`config.mk`:
```
export PLATFORM = sky130hd
export DESIGN_NAME = sma_truth_table_sequencer_flat
export DESIGN_NICKNAME = d
export VERILOG_FILES = /design/src/rtl/sma_truth_table_sequencer_if.sv /design/src/rtl/sma_truth_table_sequencer.sv /design/src/flat_wrapper.sv
export SDC_FILE = /design/constraint.sdc
export NUM_CORES = 1
export LEC_CHECK = 0
export BUFFER_PORTS_ARGS = -buffer_cell sky130_fd_sc_hd__buf_2
export CAP_MARGIN = 30
export CORE_UTILIZATION = 37
export CTS_CLUSTER_SIZE = 20
export DETAILED_ROUTE_END_ITERATION = 10
export MAX_ROUTING_LAYER = met4
export PLACE_DENSITY = 0.63
export SLEW_MARGIN = 30
export SYNTH_ARGS = -nofsm -noshare
export SYNTH_HDL_FRONTEND = slang
export SYNTH_SLANG_ARGS = --single-unit
```
`constraint.sdc`:
```
create_clock -name clk -period 1.3 [get_ports clk]
set_input_delay 0.13 -clock clk [delete_from_list [all_inputs] [get_ports clk]]
set_output_delay 0.13 -clock clk [all_outputs]
set_load 0.005 [all_outputs]
```
`src/rtl/sma_truth_table_sequencer_if.sv`:
```
// Operand/result/write-port bundle between the truth-table sequencer,
// the external sign-magnitude adder and the truth-table memory.
interface sma_truth_table_sequencer_if #(
    parameter int DATA_WIDTH = 2
);
    logic [DATA_WIDTH-1:0]   op_a;
    logic [DATA_WIDTH-1:0]   op_b;
    logic                    op_valid;
    logic [DATA_WIDTH:0]     sum_in;
    logic                    wr_en;
    logic [2*DATA_WIDTH-1:0] wr_addr;
    logic [DATA_WIDTH:0]     wr_data;

    modport master (
        output op_a,
        output op_b,
        output op_valid,
        input  sum_in,
        output wr_en,
        output wr_addr,
        output wr_data
    );

    modport slave (
        input  op_a,
        input  op_b,
        input  op_valid,
        output sum_in,
        input  wr_en,
        input  wr_addr,
        input  wr_data
    );
endinterface

```
`src/rtl/sma_truth_table_sequencer.sv`:
```
// Sweeps every {a,b} operand pair through a fixed-latency adder and writes each
// sum to the truth-table memory at address {a,b}; reports completion or abort.
module sma_truth_table_sequencer #(
    parameter int DATA_WIDTH  = 2,
    parameter int ADD_LATENCY = 2
) (
    input  logic                      clk,
    input  logic                      reset,
    input  logic                      i_start,
    input  logic                      i_abort,
    sma_truth_table_sequencer_if.master bus,
    output logic                      o_busy,
    output logic                      o_done,
    output logic                      o_aborted,
    output logic [2*DATA_WIDTH:0]     o_wr_count
);
    localparam int AW = 2 * DATA_WIDTH;
    localparam logic [AW-1:0] LAST_ENTRY = '1;

    typedef enum logic [1:0] {
        S_IDLE  = 2'd0,
        S_SWEEP = 2'd1,
        S_DRAIN = 2'd2,
        S_DONE  = 2'd3
    } state_t;

    state_t r_state;
    state_t w_state_next;

    logic [AW-1:0]                    r_cnt;
    logic [ADD_LATENCY-1:0]           r_vld;
    logic [ADD_LATENCY-1:0][AW-1:0]   r_tag;
    logic [ADD_LATENCY-1:0]           w_vld_next;
    logic [ADD_LATENCY-1:0][AW-1:0]   w_tag_next;
    logic                             r_aborted;
    logic [AW:0]                      r_wr_count;

    logic w_push;
    logic w_flush;
    logic w_accept_start;
    logic w_pipe_empty;
    logic w_out_vld;

    // Stage 0 is the newest entry; stage ADD_LATENCY-1 lines up with sum_in.
    genvar gi;
    generate
        for (gi = 0; gi < ADD_LATENCY; gi++) begin : g_stage
            if (gi == 0) begin : g_head
                assign w_vld_next[gi] = w_push;
                assign w_tag_next[gi] = r_cnt;
            end else begin : g_body
                assign w_vld_next[gi] = r_vld[gi-1];
                assign w_tag_next[gi] = r_tag[gi-1];
            end
        end
    endgenerate

    // Draining ends once only the oldest stage (being written now) can be live.
    assign w_pipe_empty = ((r_vld << 1) == '0);
    assign w_out_vld    = r_vld[ADD_LATENCY-1];

    always_comb begin
        w_state_next   = r_state;
        w_push         = 1'b0;
        w_flush        = 1'b0;
        w_accept_start = 1'b0;
        bus.op_valid   = 1'b0;
        bus.op_a       = '0;
        bus.op_b       = '0;
        o_busy         = 1'b0;
        o_done         = 1'b0;
        case (r_state)
            S_IDLE: begin
                if (i_start && !i_abort) begin
                    w_accept_start = 1'b1;
                    w_state_next   = S_SWEEP;
                end
            end
            S_SWEEP: begin
                bus.op_valid = 1'b1;
                bus.op_a     = r_cnt[AW-1:DATA_WIDTH];
                bus.op_b     = r_cnt[DATA_WIDTH-1:0];
                o_busy       = 1'b1;
                if (i_abort) begin
                    w_flush      = 1'b1;
                    w_state_next = S_IDLE;
                end else begin
                    w_push = 1'b1;
                    if (r_cnt == LAST_ENTRY) begin
                        w_state_next = S_DRAIN;
                    end
                end
            end
            S_DRAIN: begin
                o_busy = 1'b1;
                if (i_abort) begin
                    w_flush      = 1'b1;
                    w_state_next = S_IDLE;
                end else if (w_pipe_empty) begin
                    w_state_next = S_DONE;
                end
            end
            S_DONE: begin
                o_done       = 1'b1;
                w_state_next = S_IDLE;
            end
            default: begin
                w_state_next = S_IDLE;
            end
        endcase
    end

    always_ff @(posedge clk) begin
        if (reset) begin
            r_state <= S_IDLE;
        end else begin
            r_state <= w_state_next;
        end
    end

    // The counter wraps to zero as the terminal entry issues, so it is only
    // explicitly cleared on start (an abort can leave it mid-sweep).
    always_ff @(posedge clk) begin
        if (reset) begin
            r_cnt <= '0;
        end else if (w_accept_start) begin
            r_cnt <= '0;
        end else if (r_state == S_SWEEP) begin
            r_cnt <= r_cnt + 1'b1;
        end
    end

    always_ff @(posedge clk) begin
        if (reset || w_flush) begin
            r_vld <= '0;
            r_tag <= '0;
        end else begin
            r_vld <= w_vld_next;
            r_tag <= w_tag_next;
        end
    end

    always_ff @(posedge clk) begin
        if (reset) begin
            r_wr_count <= '0;
            r_aborted  <= 1'b0;
        end else begin
            r_aborted <= w_flush;
            if (w_accept_start) begin
                r_wr_count <= '0;
            end else if (w_out_vld) begin
                r_wr_count <= r_wr_count + 1'b1;
            end
        end
    end

    assign bus.wr_en   = w_out_vld;
    assign bus.wr_addr = w_out_vld ? r_tag[ADD_LATENCY-1] : '0;
    assign bus.wr_data = w_out_vld ? bus.sum_in : '0;
    assign o_aborted   = r_aborted;
    assign o_wr_count  = r_wr_count;
endmodule

```
`src/flat_wrapper.sv`:
```
// flat-port wrapper written by rule: the top's interface ports become plain ports
module sma_truth_table_sequencer_flat 
#(
    parameter int DATA_WIDTH  = 2,
    parameter int ADD_LATENCY = 2
)
  (clk, reset, i_start, i_abort, o_busy, o_done, o_aborted, o_wr_count, bus_op_a, bus_op_b, bus_op_valid, bus_sum_in, bus_wr_en, bus_wr_addr, bus_wr_data);
  sma_truth_table_sequencer_if #(.DATA_WIDTH(DATA_WIDTH)) bus_i ();
  input  logic clk;
  input  logic reset;
  input  logic i_start;
  input  logic i_abort;
  output logic o_busy;
  output logic o_done;
  output logic o_aborted;
  output logic [2*DATA_WIDTH:0] o_wr_count;
  output wire logic [$bits(bus_i.op_a)-1:0] bus_op_a;
  output wire logic [$bits(bus_i.op_b)-1:0] bus_op_b;
  output wire logic [$bits(bus_i.op_valid)-1:0] bus_op_valid;
  input wire logic [$bits(bus_i.sum_in)-1:0] bus_sum_in;
  output wire logic [$bits(bus_i.wr_en)-1:0] bus_wr_en;
  output wire logic [$bits(bus_i.wr_addr)-1:0] bus_wr_addr;
  output wire logic [$bits(bus_i.wr_data)-1:0] bus_wr_data;
  assign bus_op_a = bus_i.op_a;
  assign bus_op_b = bus_i.op_b;
  assign bus_op_valid = bus_i.op_valid;
  assign bus_i.sum_in = bus_sum_in;
  assign bus_wr_en = bus_i.wr_en;
  assign bus_wr_addr = bus_i.wr_addr;
  assign bus_wr_data = bus_i.wr_data;
  sma_truth_table_sequencer #(.DATA_WIDTH(DATA_WIDTH), .ADD_LATENCY(ADD_LATENCY)) u_core (.clk(clk), .reset(reset), .i_start(i_start), .i_abort(i_abort), .bus(bus_i), .o_busy(o_busy), .o_done(o_done), .o_aborted(o_aborted), .o_wr_count(o_wr_count));
endmodule
```
==> PnR_summary.wiki, run 1 <==
{| class="wikitable"
! Metric !! Value
|-
| Pleak || 0.628 nW
|-
| Post-Synth XOR/XNOR Area || 6.71%
|-
| DR vias/cell || 4.60
|-
| Share of post-route cells with drive strength above 1 || 42.7%
|-
| Path type of the worst min-delay path || in -> reg
|-
| Initial DRC Count || 8
|-
| DR pass1 iterations || 3
|-
| Sequential element share of the synthesized area || 48.2%
|-
| Top area cells in the synthesized netlist || sky130_fd_sc_hd__dfxtp_1 48%, sky130_fd_sc_hd__and2_1 14%, sky130_fd_sc_hd__ha_1 8.2%
|-
| Initial antenna violation count || 0
|-
| Total instance count after detailed placement || 152
|-
| Endpoints failing hold || 0
|-
| Last weighted congestion value of the routability-driven placer || 0.837
|-
| Total Power Consumption || 1.34 mW
|-
| Syn Std Cell Area || 913 um^2
|-
| Commonest cells in the netlist || 22 x sky130_fd_sc_hd__dfxtp_1, 20 x sky130_fd_sc_hd__and2_1, 9 x sky130_fd_sc_hd__nor2_1, 6 x sky130_fd_sc_hd__ha_1, 5 x sky130_fd_sc_hd__xor2_1
|-
| Cell count after synthesis || 92
|-
| Minimum hold slack || 0.122 ns
|-
| Routed WL per cell || 10.2 um
|-
| Adder-Cell Fraction of Synth Area || 8.22%
|-
| Largest net degree at the start of global routing || 14
|-
| Category of the worst setup path capture point || flip-flop
|-
| Startpoint of the worst setup timing path || u_core.r_state[1]
|-
| Worst clock skew on the final layout || 0.00701 ns
|-
| Post-detailed-placement half-perimeter wirelength || 1240 um
|-
| Simple-gate area share of the yosys netlist || 25.5%
|-
| Worst-case headroom to the max-slew limit || 81.0%
|-
| Finished Cell Area || 1270 um^2
|-
| Clock latency at the later pin of the worst-skew pair || 0.29 ns
|-
| Area fraction of the dominant cell type after synthesis || 48.2%
|-
| Antenna diode instance count || 0
|-
| Failing checks || negative setup slack
|-
| Main combinational cell family by area after synthesis || simple AND/OR/NAND/NOR gates
|-
| Horizontal die dimension || 51.7 um
|-
| Worst flop-to-flop path startpoint || u_core.r_state[1]
|-
| Area inside the core boundary || 2280 um^2
|-
| Mapped Nets || 105
|-
| Effective utilization at floorplan || 40.1%
|-
| First-pass GRT wire length || 2590 um
|-
| Ys async rst share || 0%
|-
| Hold Crit Start || reset
|-
| Worst slack at placement || -0.145 ns
|-
| Period minus WS final || 1.42 ns
|-
| Clock tree from TritonCTS || done
|-
| Setup repair after global routing missed its margin || yes
|-
| Synthesized area divided by synthesized cell count || 9.93 um^2
|-
| Maximum fanout count along the critical path || 3
|-
| Residual DRC || 0
|-
| Area post-placement || 1150 um^2
|-
| Run status || complete, but fails checks
|-
| Number of buffer cells added on primary ports || 27
|-
| Number of warnings printed during yosys synthesis || 0
|-
| Worst Slack Setup Final || -0.125 ns
|-
| Synth cell types || 22
|-
| Final setup vio count || 7
|-
| Clk slew on worst S/H paths || 0.11 ns
|-
| Cell taking the most area after synthesis || sky130_fd_sc_hd__dfxtp_1
|-
| Number of synthesized register bits || 22
|-
| Clock tree sinks || 22
|-
| Slew Limit Fails || 0
|-
| H-tree depth reported by CTS || 1
|-
| Period utilization || 110%
|-
| # rows || 17
|-
| Cell at the root of the clock tree || sky130_fd_sc_hd__clkbuf_4
|-
| Num ports || 28
|-
| Top_reg_cell synth || sky130_fd_sc_hd__dfxtp_1
|-
| Maximum VDD drop || 636 uV
|-
| Global-route usage over all layers || 13.5%
|-
| Count of placed standard cells in the final layout, fillers left out || 159
|-
| Share of the synthesized area in compound gates (AO/OA/AOI/OAI) || 5.21%
|-
| Overall die height || 51.7 um
|-
| Post-route ant nets || 0
|-
| Area grow syn2layout || 39.0%
|-
| Critical Path Start Type || flip-flop
|-
| Least-Margin Pin Slew || 0.285 ns
|-
| Most common cell in the netlist || sky130_fd_sc_hd__dfxtp_1
|-
| Maximum operating frequency || 0.702 GHz
|-
| Longest Clk Path Bufs || 2
|-
| Layout Nets || 145
|-
| Number of global-route vias before repair || 625
|-
| Number of max-cap violations || 0
|-
| Floorplan die area || 2670 um^2
|-
| Total grt overflow || 0
|-
| Critical path required time || 1.53 ns
|-
| Post-synth EDFFs || 0
|-
| Total Wirelength || 1610 um
|-
| Mux contribution to synthesized area || 3.29%
|-
| Pwr per Cell Area || 1050 nW/um^2
|-
| Final core area utilization || 55.8%
|-
| Crit Path Class || reg -> reg
|-
| Routed vias || 731
|-
| TritonCTS Buffers || 3
|-
| Hold buffer count at CTS || 0
|-
| Total negative setup slack || -0.485 ns
|-
| Arrival time at the worst endpoint || 1.65 ns
|}
## where the power goes
group / internal, mW / switching (mW) / total [mW]
Clock: 0.170 / 0.185 / 0.355
Sequential: 0.700 / 0.0186 / 0.719
Combinational: 0.147 / 0.116 / 0.263
## metal layers
layer / GRT usage, % / part of all wire [%] / up-vias
met2: 24.9 / 49 / 18
met1: 13.9 / 46 / 331
met3: 2.63 / 5.0 / 2
met4: 5.41 / 0.62 / 0
li1: - / - / 380
met5: - / 0 / -
## critical path, cell delays in order (launching register included)
cell and delay (ns):
sky130_fd_sc_hd__dfxtp_2 0.37, sky130_fd_sc_hd__inv_2 0.05, sky130_fd_sc_hd__ha_4 0.15, sky130_fd_sc_hd__nor2b_4 0.12, sky130_fd_sc_hd__a222oi_1 0.31, sky130_fd_sc_hd__buf_4 0.18
sky130_fd_sc_hd__mux2i_1 0.17
## final timing paths
kind                        to  slack [ns]  cells after the start
max          u_core.r_state[1]       -0.12                      6
min          u_core.r_state[0]        0.12                      3
max reg2reg  u_core.r_state[1]       -0.12                      6
min reg2reg    u_core.r_tag[7]        0.43                      1
## placed cells by master, fill, tap and decap left out, types with 2 or more instances in the layout
cell                       count
sky130_fd_sc_hd__buf_6         6
sky130_fd_sc_hd__and2_4        4
sky130_fd_sc_hd__buf_4         8
sky130_fd_sc_hd__dfxtp_2       2
sky130_fd_sc_hd__and2_1       16
sky130_fd_sc_hd__mux2i_1       3
sky130_fd_sc_hd__inv_2         3
sky130_fd_sc_hd__inv_1         2
sky130_fd_sc_hd__clkbuf_4      3
sky130_fd_sc_hd__xor2_1        5
sky130_fd_sc_hd__and3_1        2
sky130_fd_sc_hd__nand2_1       3
sky130_fd_sc_hd__buf_2        23
sky130_fd_sc_hd__dfxtp_1      19
sky130_fd_sc_hd__xnor2_1       2
sky130_fd_sc_hd__nor2_1        9
sky130_fd_sc_hd__nand4_1       3
sky130_fd_sc_hd__ha_1          4
## final cells by class
| cell class | count | area [um^2] |
|---|---|---|
| fillers | 214 | 1010 |
| multi-input cells | 63 | 490 |
| flip-flops and latches | 22 | 447 |
| repair buffers | 37 | 243 |
| clock buffers | 4 | 36.3 |
| well taps | 28 | 35.0 |
| inverters | 5 | 18.8 |
## cell families (layout without fill, tap and decap cells)
family,Yosys count,after routing
fa+ha+maj,6,6
xor+xnor,7,7
flops,22,22
compound gates,6,6
simple gates,41,41
buf+inv,7,46
mux,3,3
## repair_timing
action	4_1_cts	5_1_grt
cloned	0	0
pin swaps	1	2
resized for setup	8	8
setup endpoints to repair	17	32
setup buffers	3	1
## sequential cells by signal, summed over array words and instances (netlist names)
register and flops:
u_core.r_tag 8, u_core.o_wr_count 5, u_core.r_cnt 4, u_core.r_state 2
u_core.r_vld 2, u_core.o_aborted 1
No activity file was read; power rests on OpenSTA's default activity.
==> run 2, diff against run 1 <==
- CORE_MARGIN: not set -> 2
==> PnR_summary.wiki, run 2 (synthesis results as in run 1) <==
{| class="wikitable"
! Metric !! Value
|-
| Run status || complete, but fails checks
|-
| Failing checks || negative setup slack
|-
| Startpoint of the worst setup timing path || u_core.r_state[1]
|-
| Final setup vio count || 7
|-
| Maximum fanout count along the critical path || 3
|-
| Max FFs per register || 8
|-
| Maximum VDD drop || 549 uV
|-
| Crit Path Class || reg -> reg
|-
| Post-route ant nets || 0
|-
| DR vias/cell || 4.63
|-
| Total instance count after detailed placement || 154
|-
| Period minus WS final || 1.40 ns
|-
| Routed vias || 745
|-
| Category of the worst setup path capture point || flip-flop
|-
| Count of placed standard cells in the final layout, fillers left out || 161
|-
| Worst Slack Setup Final || -0.0968 ns
|-
| Total Power Consumption || 1.35 mW
|-
| TritonCTS Buffers || 3
|-
| Worst flop-to-flop path startpoint || u_core.r_state[1]
|-
| Total Wirelength || 1760 um
|-
| Met1 global-route usage || 14.0%
|-
| Worst clock skew on the final layout || 0.00660 ns
|-
| Register containing the most flip-flops in the final layout || u_core.r_tag
|-
| Layout Nets || 145
|-
| Path type of the worst min-delay path || in -> reg
|-
| Total grt overflow || 0
|-
| Longest Clk Path Bufs || 2
|-
| Last weighted congestion value of the routability-driven placer || 0.802
|-
| Initial DRC Count || 10
|-
| Worst R2R Setup Slack || -0.1 ns
|-
| Clk slew on worst S/H paths || 0.11 ns
|-
| Worst-case reg-to-reg path depth || 6
|-
| Layer with the highest usage || met2
|-
| Residual DRC || 0
|-
| Slew Limit Fails || 0
|-
| Hold Crit Start || reset
|-
| Clock latency at the later pin of the worst-skew pair || 0.30 ns
|-
| Global-route usage over all layers || 13.0%
|-
| Period utilization || 107%
|-
| Post-detailed-placement half-perimeter wirelength || 1210 um
|-
| Num ports || 28
|-
| Number of buffer cells added on primary ports || 27
|-
| Delay contributed by the slowest stage of the critical path || 0.40 ns
|-
| Floorplan die area || 2880 um^2
|-
| Highest-count cells in the layout ignoring fill and taps || 22 x sky130_fd_sc_hd__buf_2, 17 x sky130_fd_sc_hd__dfxtp_1, 16 x sky130_fd_sc_hd__and2_1
|-
| Initial antenna violation count || 0
|-
| Critical Path Start Type || flip-flop
|-
| Met2 capacity usage during global routing || 24.6%
|-
| Met3 routing resource usage after global routing || 1.67%
|-
| Effective utilization at floorplan || 37.9%
|-
| Hold path cells || 3
|-
| Clock tree from TritonCTS || done
|-
| H-tree depth reported by CTS || 1
|-
| Hold buffer count at CTS || 0
|-
| Number of max-cap violations || 0
|-
| Area grow syn2layout || 41.8%
|-
| Maximum operating frequency || 0.716 GHz
|-
| Least-Margin Pin Slew || 0.376 ns
|-
| Area inside the core boundary || 2410 um^2
|-
| Routed WL per cell || 11.0 um
|-
| Largest net degree at the start of global routing || 14
|-
| Arrival time at the worst endpoint || 1.63 ns
|-
| Share of post-route cells with drive strength above 1 || 45.8%
|-
| Setup repair after global routing missed its margin || yes
|-
| Antenna diode instance count || 0
|-
| Cell at the root of the clock tree || sky130_fd_sc_hd__clkbuf_4
|-
| Overall die height || 53.7 um
|-
| DR pass1 iterations || 4
|-
| # rows || 18
|-
| Worst-case headroom to the max-slew limit || 74.9%
|-
| Cell type of the slowest stage on the worst timing path || sky130_fd_sc_hd__dfxtp_4
|-
| Clock tree sinks || 22
|-
| Horizontal die dimension || 53.7 um
|-
| Number of global-route vias before repair || 611
|-
| First-pass GRT wire length || 2630 um
|-
| Most frequent standard cell in the layout excluding fill and tap cells || sky130_fd_sc_hd__buf_2
|-
| Worst slack at placement || -0.124 ns
|-
| Endpoints failing hold || 0
|-
| Pleak || 0.630 nW
|-
| Cells traversed along the worst timing path || inv_4 > ha_4 > nor2b_4 > a222oi_1 > buf_4 > mux2i_1
|-
| Pwr per Cell Area || 1040 nW/um^2
|-
| Critical path required time || 1.53 ns
|}
-- run 2: worst paths after layout --
path | to
max | u_core.r_state[1]
min reg2reg | u_core.r_tag[5]
max reg2reg | u_core.r_state[1]
min | u_core.r_state[0]
-- run 2: where the power goes --
part,switching [mW],internal [mW],total [mW]
Clock,0.186,0.171,0.356
Sequential,0.0188,0.700,0.718
Combinational,0.121,0.151,0.272
Total,0.325,1.02,1.35
-- run 2: cell type report --
class | count | area (um^2)
fill | 210 | 1110
multi-input combinational | 63 | 503
sequential | 22 | 452
timing repair buffer | 37 | 245
tap | 30 | 37.5
clock buffer | 4 | 36.3
inverter | 5 | 21.3
-- run 2: stage by stage --
stage	hold slack, ns	utilization [%]	cell area, um^2	setup TNS (ns)
2_1_floorplan	0.276	-	936	-0.0227
3_3_place_gp	0.411	47.9	1150	-0.342
3_5_place_dp	0.410	47.9	1150	-0.915
4_1_cts	0.105	51.6	1240	-0.444
5_1_grt	0.117	53.7	1290	-1.31
6_report	0.113	53.7	1290	-0.489
-- run 2: repair_timing --
| item | CTS | global route |
|---|---|---|
| buffers inserted | 2 | 1 |
| setup endpoints to repair | 18 | 26 |
| pin swaps | 3 | 2 |
| gates resized for setup | 12 | 11 |
-- run 2: layer usage --
layer | part of all wire [%] | routed length [um]
met5 | 0 | 0
met2 | 52 | 918
met4 | 0.34 | 6
met1 | 41 | 732
met3 | 6.0 | 106
-- run 2: worst max-delay path, delay by kind of cell (launching register included) --
family,cells,cell delay (ns)
compound gates,1,0.28
buf+inv,2,0.22
simple gates,1,0.12
flops,1,0.40
fa+ha+maj,1,0.15
mux,1,0.17
==> run 3, diff against run 2 <==
- CORE_ASPECT_RATIO: not set -> 1.5
==> PnR_summary.wiki, run 3 (synthesis results as in run 1) <==
{| class="wikitable"
! Metric !! Value
|-
| Share of post-route cells with drive strength above 1 || 42.7%
|-
| H-tree depth reported by CTS || 1
|-
| Slew Limit Fails || 0
|-
| Critical path required time || 1.54 ns
|-
| Maximum fanout count along the critical path || 3
|-
| Total grt overflow || 0
|-
| First-pass GRT wire length || 2810 um
|-
| Maximum VDD drop || 890 uV
|-
| Category of the worst setup path capture point || flip-flop
|-
| Pleak || 0.633 nW
|-
| Area grow syn2layout || 39.7%
|-
| Longest Clk Path Bufs || 2
|-
| Number of max-cap violations || 0
|-
| Overall die height || 64.9 um
|-
| Clock latency at the later pin of the worst-skew pair || 0.30 ns
|-
| Routed vias || 752
|-
| DR vias/cell || 4.85
|-
| Area post-placement || 1150 um^2
|-
| Highest-count cells in the layout ignoring fill and taps || 22 x sky130_fd_sc_hd__buf_2, 19 x sky130_fd_sc_hd__dfxtp_1, 16 x sky130_fd_sc_hd__and2_1
|-
| Failing checks || negative setup slack
|-
| Max FFs per register || 8
|-
| Period utilization || 110%
|-
| Number of buffer cells added on primary ports || 27
|-
| Arrival time at the worst endpoint || 1.67 ns
|-
| Total Power Consumption || 1.49 mW
|-
| Post-detailed-placement half-perimeter wirelength || 1310 um
|-
| Minimum hold slack || 0.112 ns
|-
| Worst-case headroom to the max-slew limit || 75.8%
|-
| Total Wirelength || 1760 um
|-
| Horizontal die dimension || 44.6 um
|-
| Endpoints failing hold || 0
|-
| # rows || 22
|-
| Final setup vio count || 7
|-
| Effective utilization at floorplan || 38.1%
|-
| Residual DRC || 0
|-
| Cell at the root of the clock tree || sky130_fd_sc_hd__clkbuf_4
|-
| Initial antenna violation count || 0
|-
| Run status || complete, but fails checks
|-
| Count of placed standard cells in the final layout, fillers left out || 155
|-
| Period minus WS final || 1.43 ns
|-
| Floorplan die area || 2890 um^2
|-
| Initial DRC Count || 11
|-
| Most frequent standard cell in the layout excluding fill and tap cells || sky130_fd_sc_hd__buf_2
|-
| Pwr per Cell Area || 1170 nW/um^2
|-
| Number of global-route vias before repair || 693
|-
| Total instance count after detailed placement || 149
|-
| Finished Cell Area || 1280 um^2
|-
| Cell type of the slowest stage on the worst timing path || sky130_fd_sc_hd__dfxtp_2
|-
| Least-Margin Pin Slew || 0.363 ns
|-
| Clk slew on worst S/H paths || 0.12 ns
|-
| Delay contributed by the slowest stage of the critical path || 0.38 ns
|-
| Largest net degree at the start of global routing || 14
|-
| Clock tree sinks || 22
|-
| Crit Path Class || reg -> reg
|-
| Layout Nets || 145
|-
| Num ports || 28
|-
| Area inside the core boundary || 2390 um^2
|-
| Antenna diode instance count || 0
|-
| Clock tree from TritonCTS || done
|-
| Setup repair after global routing missed its margin || yes
|-
| Last weighted congestion value of the routability-driven placer || 0.751
|-
| Path type of the worst min-delay path || in -> reg
|-
| Critical Path Start Type || flip-flop
|-
| Post-route ant nets || 0
|-
| Worst Slack Setup Final || -0.128 ns
|-
| Worst clock skew on the final layout || 0.00301 ns
|-
| Maximum operating frequency || 0.701 GHz
|-
| Cells traversed along the worst timing path || inv_2 > ha_4 > nor2b_4 > a222oi_1 > buf_4 > mux2i_1
|-
| DR pass1 iterations || 5
|-
| Register containing the most flip-flops in the final layout || u_core.r_tag
|-
| TritonCTS Buffers || 3
|-
| Global-route usage over all layers || 13.2%
|-
| Routed WL per cell || 11.3 um
|}
-- run 3: metrics by stage --
stage / setup TNS, ns / util [%] / worst slack (ns)
after detailed placement: -1.28 / 48.2 / -0.145
after CTS: -0.590 / 51.9 / -0.121
after global placement: -0.383 / 48.2 / -0.115
after global routing: -1.16 / 53.3 / -0.215
final: -0.610 / 53.3 / -0.128
after floorplan: -0.0227 / - / -0.0227
-- run 3: repair_timing --
item	4_1_cts	5_1_grt
gates resized for setup	8	7
setup buffers	2	0
endpoints found under the setup margin	18	21
pin swaps	3	3
hold buffers	0	0
-- run 3: final cells by class --
cell class	instances	area, um^2
Fill cell	217	1120
Tap cell	24	30.0
Clock inverter	1	30.0
Sequential cell	22	447
Clock buffer	3	22.5
Inverter	5	18.8
Timing Repair Buffer	37	245
Multi-Input combinational cell	63	483
-- run 3: worst paths after layout --
| kind | startpoint | end | slack, ns | cells past startpoint |
|---|---|---|---|---|
| min reg2reg | u_core.r_tag[2] | u_core.r_tag[6] | 0.44 | 1 |
| min | reset | u_core.r_state[0] | 0.11 | 3 |
| max | u_core.r_state[1] | u_core.r_state[1] | -0.13 | 6 |
| max reg2reg | u_core.r_state[1] | u_core.r_state[1] | -0.13 | 6 |
-- run 3: routing by layer --
metal,global-route usage (%),routed length (um)
met2,22.5,905
met4,4.55,7
met3,2.51,119
met1,15.1,722
met5,-,0
-- run 3: critical path: cells and delay by family, from the launching register on --
family	cells	cell delay, ns
flip-flops	1	0.38
buffers and inverters	2	0.24
AO/OA/AOI/OAI	1	0.30
adder cells (fa/ha/maj)	1	0.16
multiplexers	1	0.17
AND/OR/NAND/NOR	1	0.12
-- run 3: power by group --
group,leakage (nW),switching (mW),internal (mW)
clock,0.0279,0.201,0.312
sequential,0.179,0.0192,0.700
combinational,0.425,0.116,0.145
total,0.633,0.336,1.16
